[config.mk]
export PLATFORM = sky130hd
export DESIGN_NAME = wave_warp
export DESIGN_NICKNAME = d
export VERILOG_FILES = /design/src/rtl/wave_warp_pkg.sv /design/src/rtl/wave_warp_poly.sv /design/src/rtl/wave_warp.sv
export SDC_FILE = /design/constraint.sdc
export NUM_CORES = 1
export LEC_CHECK = 0
export ABC_AREA = 1
export BUFFER_PORTS_ARGS = -buffer_cell sky130_fd_sc_hd__buf_2
export CAP_MARGIN = 0
export CORE_AREA = 2 2 152 154
export CTS_BUF_LIST = sky130_fd_sc_hd__clkbuf_8
export DETAILED_ROUTE_END_ITERATION = 6
export DIE_AREA = 0 0 154 156
export GPL_TIMING_DRIVEN = 1
export PLACE_DENSITY = 0.83
export SLEW_MARGIN = 25
export SYNTH_ARGS = -nofsm -noshare
export SYNTH_HDL_FRONTEND = slang
export SYNTH_SLANG_ARGS = --single-unit
[constraint.sdc]
create_clock -name clk_in -period 17.3 [get_ports clk_in]
set_clock_uncertainty 0.15 [all_clocks]
set_input_delay 1.73 -clock clk_in [delete_from_list [all_inputs] [get_ports clk_in]]
set_output_delay 1.73 -clock clk_in [all_outputs]
set_load 0.05 [all_outputs]
[src/rtl/wave_warp_pkg.sv]
// Shared types, width helpers and the coordinate wrap used by wave_warp and wave_warp_poly.
package wave_warp_pkg;

   typedef enum logic [1:0] {
      WARP_BYPASS = 2'd0,
      WARP_VERT   = 2'd1,
      WARP_HORZ   = 2'd2,
      WARP_RSVD   = 2'd3
   } warp_mode_e;

   // Signed coordinate width: widest coordinate plus sign and headroom for the root offsets.
   function automatic int coord_w(input int h_w, input int v_w);
      return ((h_w > v_w) ? h_w : v_w) + 2;
   endfunction

   function automatic int prod_w(input int c);
      return 3 * c;
   endfunction

   localparam int COORD_W_DEF = coord_w(11, 10);
   localparam int PROD_W_DEF  = prod_w(COORD_W_DEF);

   // raw always lies in [-m, 3m), so a single correction lands in [0, m-1].
   function automatic int wrap_coord(input int raw, input int m);
      if (raw < 0)
         return raw + m;
      else if (raw >= 2 * m)
         return raw - 2 * m;
      else if (raw >= m)
         return raw - m;
      else
         return raw;
   endfunction

endpackage

[src/rtl/wave_warp_poly.sv]
// Stages 1-2 of wave_warp: registers the driver coordinate, forms the cubic
// ((u-ROOT_A)>>>4)*((u-ROOT_B)>>>3)*(u>>>4), applies the amplitude shift and clamps to +/-(mod-1).
module wave_warp_poly
   import wave_warp_pkg::*;
#(
   parameter int C      = COORD_W_DEF,
   parameter int ROOT_A = 320,
   parameter int ROOT_B = 120
) (
   input  logic                clk_i,
   input  logic                rst_i,
   input  logic [C-1:0]        u_i,
   input  logic [2:0]          shift_i,
   input  logic [C-1:0]        mod_i,
   output logic signed [C-1:0] pc_o
);

   localparam int P_W = prod_w(C);
   localparam logic signed [C-1:0] ROOT_A_C = C'(ROOT_A);
   localparam logic signed [C-1:0] ROOT_B_C = C'(ROOT_B);

   logic signed [C-1:0]   u_q;
   logic [2:0]            shift_q;
   logic [C-1:0]          mod_q;
   logic signed [C-1:0]   pc_q;

   logic signed [C-1:0]   fa, fb, fc;
   logic signed [P_W-1:0] prod, prod_sh, lim, clamped;
   logic signed [C-1:0]   pc_d;

   always_comb begin
      fa      = (u_q - ROOT_A_C) >>> 4;
      fb      = (u_q - ROOT_B_C) >>> 3;
      fc      = u_q >>> 4;
      prod    = P_W'(fa) * P_W'(fb) * P_W'(fc);
      prod_sh = prod >>> shift_q;
      lim     = P_W'($signed({1'b0, mod_q})) - P_W'(1);
      clamped = prod_sh;
      if (prod_sh > lim)
         clamped = lim;
      else if (prod_sh < -lim)
         clamped = -lim;
      pc_d = C'(clamped);
   end

   always_ff @(posedge clk_i) begin
      if (rst_i) begin
         u_q     <= '0;
         shift_q <= '0;
         mod_q   <= '0;
         pc_q    <= '0;
      end else begin
         u_q     <= u_i;
         shift_q <= shift_i;
         mod_q   <= mod_i;
         pc_q    <= pc_d;
      end
   end

   assign pc_o = pc_q;

endmodule

[src/rtl/wave_warp.sv]
// Three-stage cubic coordinate warp with modular wrap; pixel and the other coordinate ride along.
// Optional animated phase compiled in with `define WAVE_WARP_ANIM_EN.
module wave_warp
   import wave_warp_pkg::*;
#(
   parameter int PIX_W      = 11,
   parameter int H_W        = 11,
   parameter int V_W        = 10,
   parameter int WIDTH      = 320,
   parameter int HEIGHT     = 320,
   parameter int ROOT_A     = 320,
   parameter int ROOT_B     = 120,
   parameter int PHASE_STEP = 4
) (
   input  logic             clk_in,
   input  logic             rst_in,
   input  logic             data_valid_in,
   input  logic [PIX_W-1:0] pixel_in,
   input  logic [H_W-1:0]   hcount_in,
   input  logic [V_W-1:0]   vcount_in,
   input  logic [1:0]       mode_in,
   input  logic [2:0]       amp_shift_in,
   input  logic             frame_done_in,
   output logic             data_valid_out,
   output logic [PIX_W-1:0] pixel_out,
   output logic [H_W-1:0]   hcount_out,
   output logic [V_W-1:0]   vcount_out
);

   localparam int C = coord_w(H_W, V_W);

   // Stream contract: a beat is accepted on every cycle data_valid_in is high (no ready);
   // it emerges exactly three cycles later with data_valid_out high, all fields zero otherwise.

   warp_mode_e          mode_d;
   logic [C-1:0]        u_d, mod_d, phase_cur;
   logic signed [C-1:0] pc;

   assign mode_d = warp_mode_e'(mode_in);
   assign u_d    = (mode_d == WARP_HORZ) ? C'(vcount_in) : C'(hcount_in);
   assign mod_d  = (mode_d == WARP_HORZ) ? C'(WIDTH) : C'(HEIGHT);

`ifdef WAVE_WARP_ANIM_EN
   logic [C-1:0] phase_q, phase_d;
   int           ph_sum;

   always_comb begin
      ph_sum  = int'(phase_q) + PHASE_STEP;
      phase_d = C'((mode_d == WARP_HORZ) ? (ph_sum % WIDTH) : (ph_sum % HEIGHT));
   end

   always_ff @(posedge clk_in) begin
      if (rst_in)
         phase_q <= '0;
      else if (frame_done_in)
         phase_q <= phase_d;
   end

   assign phase_cur = phase_q;
`else
   logic unused_frame_done;
   assign unused_frame_done = frame_done_in;
   assign phase_cur         = '0;
`endif

   wave_warp_poly #(
      .C      (C),
      .ROOT_A (ROOT_A),
      .ROOT_B (ROOT_B)
   ) u_poly (
      .clk_i   (clk_in),
      .rst_i   (rst_in),
      .u_i     (u_d),
      .shift_i (amp_shift_in),
      .mod_i   (mod_d),
      .pc_o    (pc)
   );

   logic             s1_valid_q, s2_valid_q, valid_q;
   logic [PIX_W-1:0] s1_pixel_q, s2_pixel_q, pixel_q;
   logic [H_W-1:0]   s1_h_q, s2_h_q, h_q, h_d;
   logic [V_W-1:0]   s1_v_q, s2_v_q, v_q, v_d;
   warp_mode_e       s1_mode_q, s2_mode_q;
   logic [C-1:0]     s1_phase_q, s2_phase_q;

   int w_s, m_s, raw_s, res_s;

   // Stage 3: add, wrap; a warped coordinate already outside the frame is left alone.
   always_comb begin
      h_d = s2_h_q;
      v_d = s2_v_q;
      if (s2_mode_q == WARP_VERT) begin
         w_s = int'(s2_v_q);
         m_s = HEIGHT;
      end else begin
         w_s = int'(s2_h_q);
         m_s = WIDTH;
      end
      raw_s = w_s + int'(pc) + int'(s2_phase_q);
      res_s = wrap_coord(raw_s, m_s);
      if ((s2_mode_q == WARP_VERT) && (w_s < m_s))
         v_d = V_W'(res_s);
      else if ((s2_mode_q == WARP_HORZ) && (w_s < m_s))
         h_d = H_W'(res_s);
   end

   always_ff @(posedge clk_in) begin
      if (rst_in) begin
         s1_valid_q <= 1'b0;
         s1_pixel_q <= '0;
         s1_h_q     <= '0;
         s1_v_q     <= '0;
         s1_mode_q  <= WARP_BYPASS;
         s1_phase_q <= '0;
         s2_valid_q <= 1'b0;
         s2_pixel_q <= '0;
         s2_h_q     <= '0;
         s2_v_q     <= '0;
         s2_mode_q  <= WARP_BYPASS;
         s2_phase_q <= '0;
         valid_q    <= 1'b0;
         pixel_q    <= '0;
         h_q        <= '0;
         v_q        <= '0;
      end else begin
         s1_valid_q <= data_valid_in;
         s1_pixel_q <= pixel_in;
         s1_h_q     <= hcount_in;
         s1_v_q     <= vcount_in;
         s1_mode_q  <= mode_d;
         s1_phase_q <= phase_cur;
         s2_valid_q <= s1_valid_q;
         s2_pixel_q <= s1_pixel_q;
         s2_h_q     <= s1_h_q;
         s2_v_q     <= s1_v_q;
         s2_mode_q  <= s1_mode_q;
         s2_phase_q <= s1_phase_q;
         valid_q    <= s2_valid_q;
         pixel_q    <= s2_valid_q ? s2_pixel_q : '0;
         h_q        <= s2_valid_q ? h_d : '0;
         v_q        <= s2_valid_q ? v_d : '0;
      end
   end

   assign data_valid_out = valid_q;
   assign pixel_out      = pixel_q;
   assign hcount_out     = h_q;
   assign vcount_out     = v_q;

endmodule

==> run_summary.xml <==
<?xml version="1.0" encoding="UTF-8"?>
<metrics>
  <group name="yosys">
    <metric name="synth_nets" unit="">2331</metric>
    <metric name="ys.flop_type" unit="">sky130_fd_sc_hd__dfxtp_1</metric>
    <metric name="synth-seq-area-share" unit="">0.179</metric>
    <metric name="post_syn_instances" unit="">1992</metric>
    <metric name="ys_async_sr_fraction" unit="">0</metric>
    <metric name="synthesis.area_per_instance" unit="um^2">7.20</metric>
    <metric name="post_synth_mux_area_share" unit="">0.00209</metric>
    <metric name="synth.ff_latch_count" unit="">128</metric>
    <metric name="netlist_area" unit="um^2">14300</metric>
    <metric name="synth_top_cell_by_area" unit="">sky130_fd_sc_hd__fa_1</metric>
    <metric name="post_synth_and_or_nand_nor_area_fraction" unit="">0.235</metric>
    <metric name="share_of_the_synthesized_area_in_the_top_cell_type" unit="">0.214</metric>
    <metric name="synth_common_cells" unit="">sky130_fd_sc_hd__inv_1 (473), sky130_fd_sc_hd__nand2_1 (371), sky130_fd_sc_hd__nor2_1 (226)</metric>
    <metric name="main_combinational_cell_family_by_area_after_synthesis" unit="">adder cells</metric>
    <metric name="synth.most_common_cell" unit="">sky130_fd_sc_hd__inv_1</metric>
    <metric name="synth_warnings" unit="">0</metric>
    <metric name="synth_area_leaders" unit="">sky130_fd_sc_hd__fa_1 (21%), sky130_fd_sc_hd__dfxtp_1 (18%), sky130_fd_sc_hd__ha_1 (13%)</metric>
    <metric name="number_of_unique_standard_cell_types_used_by_synthesis" unit="">45</metric>
    <metric name="synthAdderAreaFrac" unit="">0.340</metric>
    <metric name="synth_compound_gate_area_share" unit="">0.0794</metric>
    <metric name="xor_xnor_cell_area_share_of_the_yosys_netlist" unit="">0.0226</metric>
    <metric name="count_of_flip_flops_with_a_built_in_enable_after_synthesis" unit="">0</metric>
  </group>
  <group name="die">
    <metric name="dieArea" unit="um^2">24000</metric>
    <metric name="placement_rows" unit="">55</metric>
    <metric name="starting_utilization_of_the_core_area" unit="">0.641</metric>
    <metric name="die_w" unit="um">154</metric>
    <metric name="dieHeight" unit="um">156</metric>
    <metric name="coreArea" unit="um^2">22400</metric>
    <metric name="io_pins" unit="">74</metric>
  </group>
  <group name="clocking">
    <metric name="largest_buffer_count_on_any_clock_path" unit="">2</metric>
    <metric name="post_cts.repair.setup_buffers" unit="">0</metric>
    <metric name="cts_tree" unit="">built</metric>
    <metric name="post_cts.resized_instances" unit="">0</metric>
    <metric name="hold_buffers" unit="">0</metric>
    <metric name="cts_sinks" unit="">128</metric>
    <metric name="clk_latency" unit="ns">0.44</metric>
    <metric name="clk_pin_slew" unit="ns">0.09</metric>
    <metric name="cts_made_buffers" unit="">17</metric>
    <metric name="clock-root-buffer" unit="">sky130_fd_sc_hd__clkbuf_8</metric>
    <metric name="clock_tree.htree_level_count" unit="">4</metric>
  </group>
  <group name="timing">
    <metric name="fmaxAchievable" unit="GHz">0.0706</metric>
    <metric name="report.final.hold_viol_count" unit="">0</metric>
    <metric name="setup_tns" unit="ns">0</metric>
    <metric name="timing.final.ws_setup" unit="ns">3.13</metric>
    <metric name="timing.final.setup_violations" unit="">0</metric>
    <metric name="setup_repair_after_global_routing_missed_its_margin" unit="">false</metric>
    <metric name="period_needed" unit="ns">14.17</metric>
    <metric name="finalMaxSlewViolations" unit="">0</metric>
    <metric name="slew_headroom" unit="">0.394</metric>
    <metric name="timing.final.crit_share" unit="">0.819</metric>
    <metric name="timing_worst_slew_pin_value" unit="ns">0.907</metric>
  </group>
  <group name="place">
    <metric name="portBuffers" unit="">72</metric>
    <metric name="gp_congestion" unit="">0.956</metric>
    <metric name="postPlaceCellArea" unit="um^2">14900</metric>
    <metric name="pre_cts_ws" unit="ns">3.44</metric>
    <metric name="dp.final_hpwl" unit="um">25600</metric>
  </group>
  <group name="setup_path">
    <metric name="r2r_slack" unit="ns">3.13</metric>
    <metric name="timing.critical_path.from" unit="">u_poly.u_q[4]</metric>
    <metric name="critical-path-max-stage-delay" unit="ns">0.86</metric>
    <metric name="worstReg2RegStart" unit="">u_poly.u_q[4]</metric>
    <metric name="endpoint" unit="">u_poly.pc_o[10]</metric>
    <metric name="timing.rr.end" unit="">u_poly.pc_o[10]</metric>
    <metric name="crit_required" unit="ns">17.50</metric>
    <metric name="timing.reg2reg.worst_path_depth" unit="">64</metric>
    <metric name="crit_fanout" unit="">18</metric>
    <metric name="crit_type" unit="">reg2reg</metric>
    <metric name="worstSetupStartpointType" unit="">flip-flop</metric>
    <metric name="critical_path.endpoint_type" unit="">flip-flop</metric>
    <metric name="worstPathArrival" unit="ns">14.36</metric>
    <metric name="cpMostUsedCell" unit="">sky130_fd_sc_hd__nand2_1</metric>
    <metric name="critical-path-slowest-cell" unit="">sky130_fd_sc_hd__dfxtp_1</metric>
  </group>
  <group name="drt">
    <metric name="num_vias" unit="">12300</metric>
    <metric name="ant_nets" unit="">0</metric>
    <metric name="detailedRoute.firstPassIterationCount" unit="">6</metric>
    <metric name="routedWlPerCell" unit="um">13.3</metric>
    <metric name="detailedRoute.firstIterationViolations" unit="">905</metric>
    <metric name="detail_route.vias_per_cell" unit="">5.24</metric>
    <metric name="remaining_drc_errors" unit="">0</metric>
    <metric name="finalWirelength" unit="um">31000</metric>
  </group>
  <group name="layout">
    <metric name="drive_gt1_frac" unit="">0.0876</metric>
    <metric name="antenna_cells" unit="">0</metric>
    <metric name="final_area" unit="um^2">15200</metric>
    <metric name="syn2layout_area_growth" unit="%">6.26</metric>
    <metric name="final_nets" unit="">2382</metric>
  </group>
  <group name="min_path">
    <metric name="min-delay-path-class" unit="">reg2reg</metric>
  </group>
  <group name="global_route">
    <metric name="grtUsageMet2" unit="">0.495</metric>
    <metric name="grt_pass1_wl" unit="um">54400</metric>
    <metric name="gr-usage-met3" unit="">0.0278</metric>
    <metric name="grt_overflow_total" unit="">0</metric>
    <metric name="antenna_found_initial" unit="">0</metric>
    <metric name="gr-usage-all-layers" unit="">0.274</metric>
    <metric name="use_met1" unit="">0.347</metric>
    <metric name="grt.busiest_layer" unit="">met2</metric>
    <metric name="via_count_of_the_first_global_routing_pass" unit="">12200</metric>
    <metric name="grt_max_degree" unit="">89</metric>
  </group>
  <group name="run_status">
    <metric name="run_status" unit="">finished clean</metric>
  </group>
  <group name="run">
    <metric name="drv_cap" unit="">0</metric>
  </group>
</metrics>
==> how the worst min path moves through the flow <==
stage / start / endpoint / slack [ns] / depth (start not counted)
after global placement: s1_pixel_q[7] / s2_pixel_q[7] / 0.24 / 2
after detailed placement: s1_h_q[1] / s2_h_q[1] / 0.24 / 2
after floorplan: s1_h_q[0] / s2_h_q[0] / 0.24 / 2
final: s2_pixel_q[4] / pixel_out[4] / 0.24 / 2
after CTS: s2_pixel_q[4] / pixel_out[4] / 0.25 / 2
after global routing: s1_mode_q[0] / s2_mode_q[0] / 0.26 / 2
==> area by class of cell <==
| type | instances | area [um^2] |
|---|---|---|
| fill | 1865 | 7130 |
| multi-input combinational | 1335 | 9740 |
| clock buffer | 17 | 234 |
| clock inverter | 14 | 134 |
| sequential | 128 | 2560 |
| tap | 285 | 357 |
| timing repair buffer | 77 | 398 |
| inverter | 484 | 1820 |
==> logic make-up (layout without fill, tap and decap cells) <==
group,Yosys count,in the layout
AND/OR/NAND/NOR,791,791
buffers and inverters,529,592
adder cells (fa/ha/maj),298,298
AO/OA/AOI/OAI,206,206
flip-flops,128,128
XOR/XNOR,37,37
multiplexers,3,3
==> critical path, delay by kind of cell, from the launching register on <==
family,cells,cell delay (ns)
adder cells (fa/ha/maj),11,5.23
flip-flops,1,0.86
AND/OR/NAND/NOR,35,5.27
AO/OA/AOI/OAI,6,1.07
buffers and inverters,12,1.49
==> metal layers <==
layer | vias to the layer above | part of all wire
li1 | 6104 | -
met1 | 5728 | 0.43
met2 | 366 | 0.50
met3 | 60 | 0.053
met4 | 0 | 0.026
met5 | - | 0
==> state kept, by name (all words and copies together), names as in the netlist, 11 cells and up <==
register,cells
s1_h_q,11
u_poly.pc_o,13
s2_h_q,11
s1_pixel_q,11
hcount_out,11
pixel_out,11
s2_pixel_q,11
==> layout by cell type, fill, tap and decap left out, types with 13 or more instances in the layout <==
cell	count
sky130_fd_sc_hd__nor2_1	226
sky130_fd_sc_hd__nand3_1	104
sky130_fd_sc_hd__a21oi_1	84
sky130_fd_sc_hd__fa_1	153
sky130_fd_sc_hd__ha_1	145
sky130_fd_sc_hd__buf_2	72
sky130_fd_sc_hd__xor2_1	22
sky130_fd_sc_hd__or2_2	13
sky130_fd_sc_hd__nand2_1	371
sky130_fd_sc_hd__inv_1	473
sky130_fd_sc_hd__nand2_2	25
sky130_fd_sc_hd__xnor2_1	15
sky130_fd_sc_hd__clkbuf_8	17
sky130_fd_sc_hd__dfxtp_1	128
sky130_fd_sc_hd__o21ai_0	72
==> per-stage QoR <==
step / cells / hold slack, ns / util
floorplan: 1992 / 0.238 / -
global placement: 2309 / 0.239 / 0.665
detailed placement: 2309 / 0.242 / 0.665
CTS: 2340 / 0.250 / 0.681
global route: 2340 / 0.263 / 0.681
finish: 2340 / 0.244 / 0.681
Power is not shown: default switching activity piles up to over one toggle a cycle in this logic, so the estimate is an artifact.
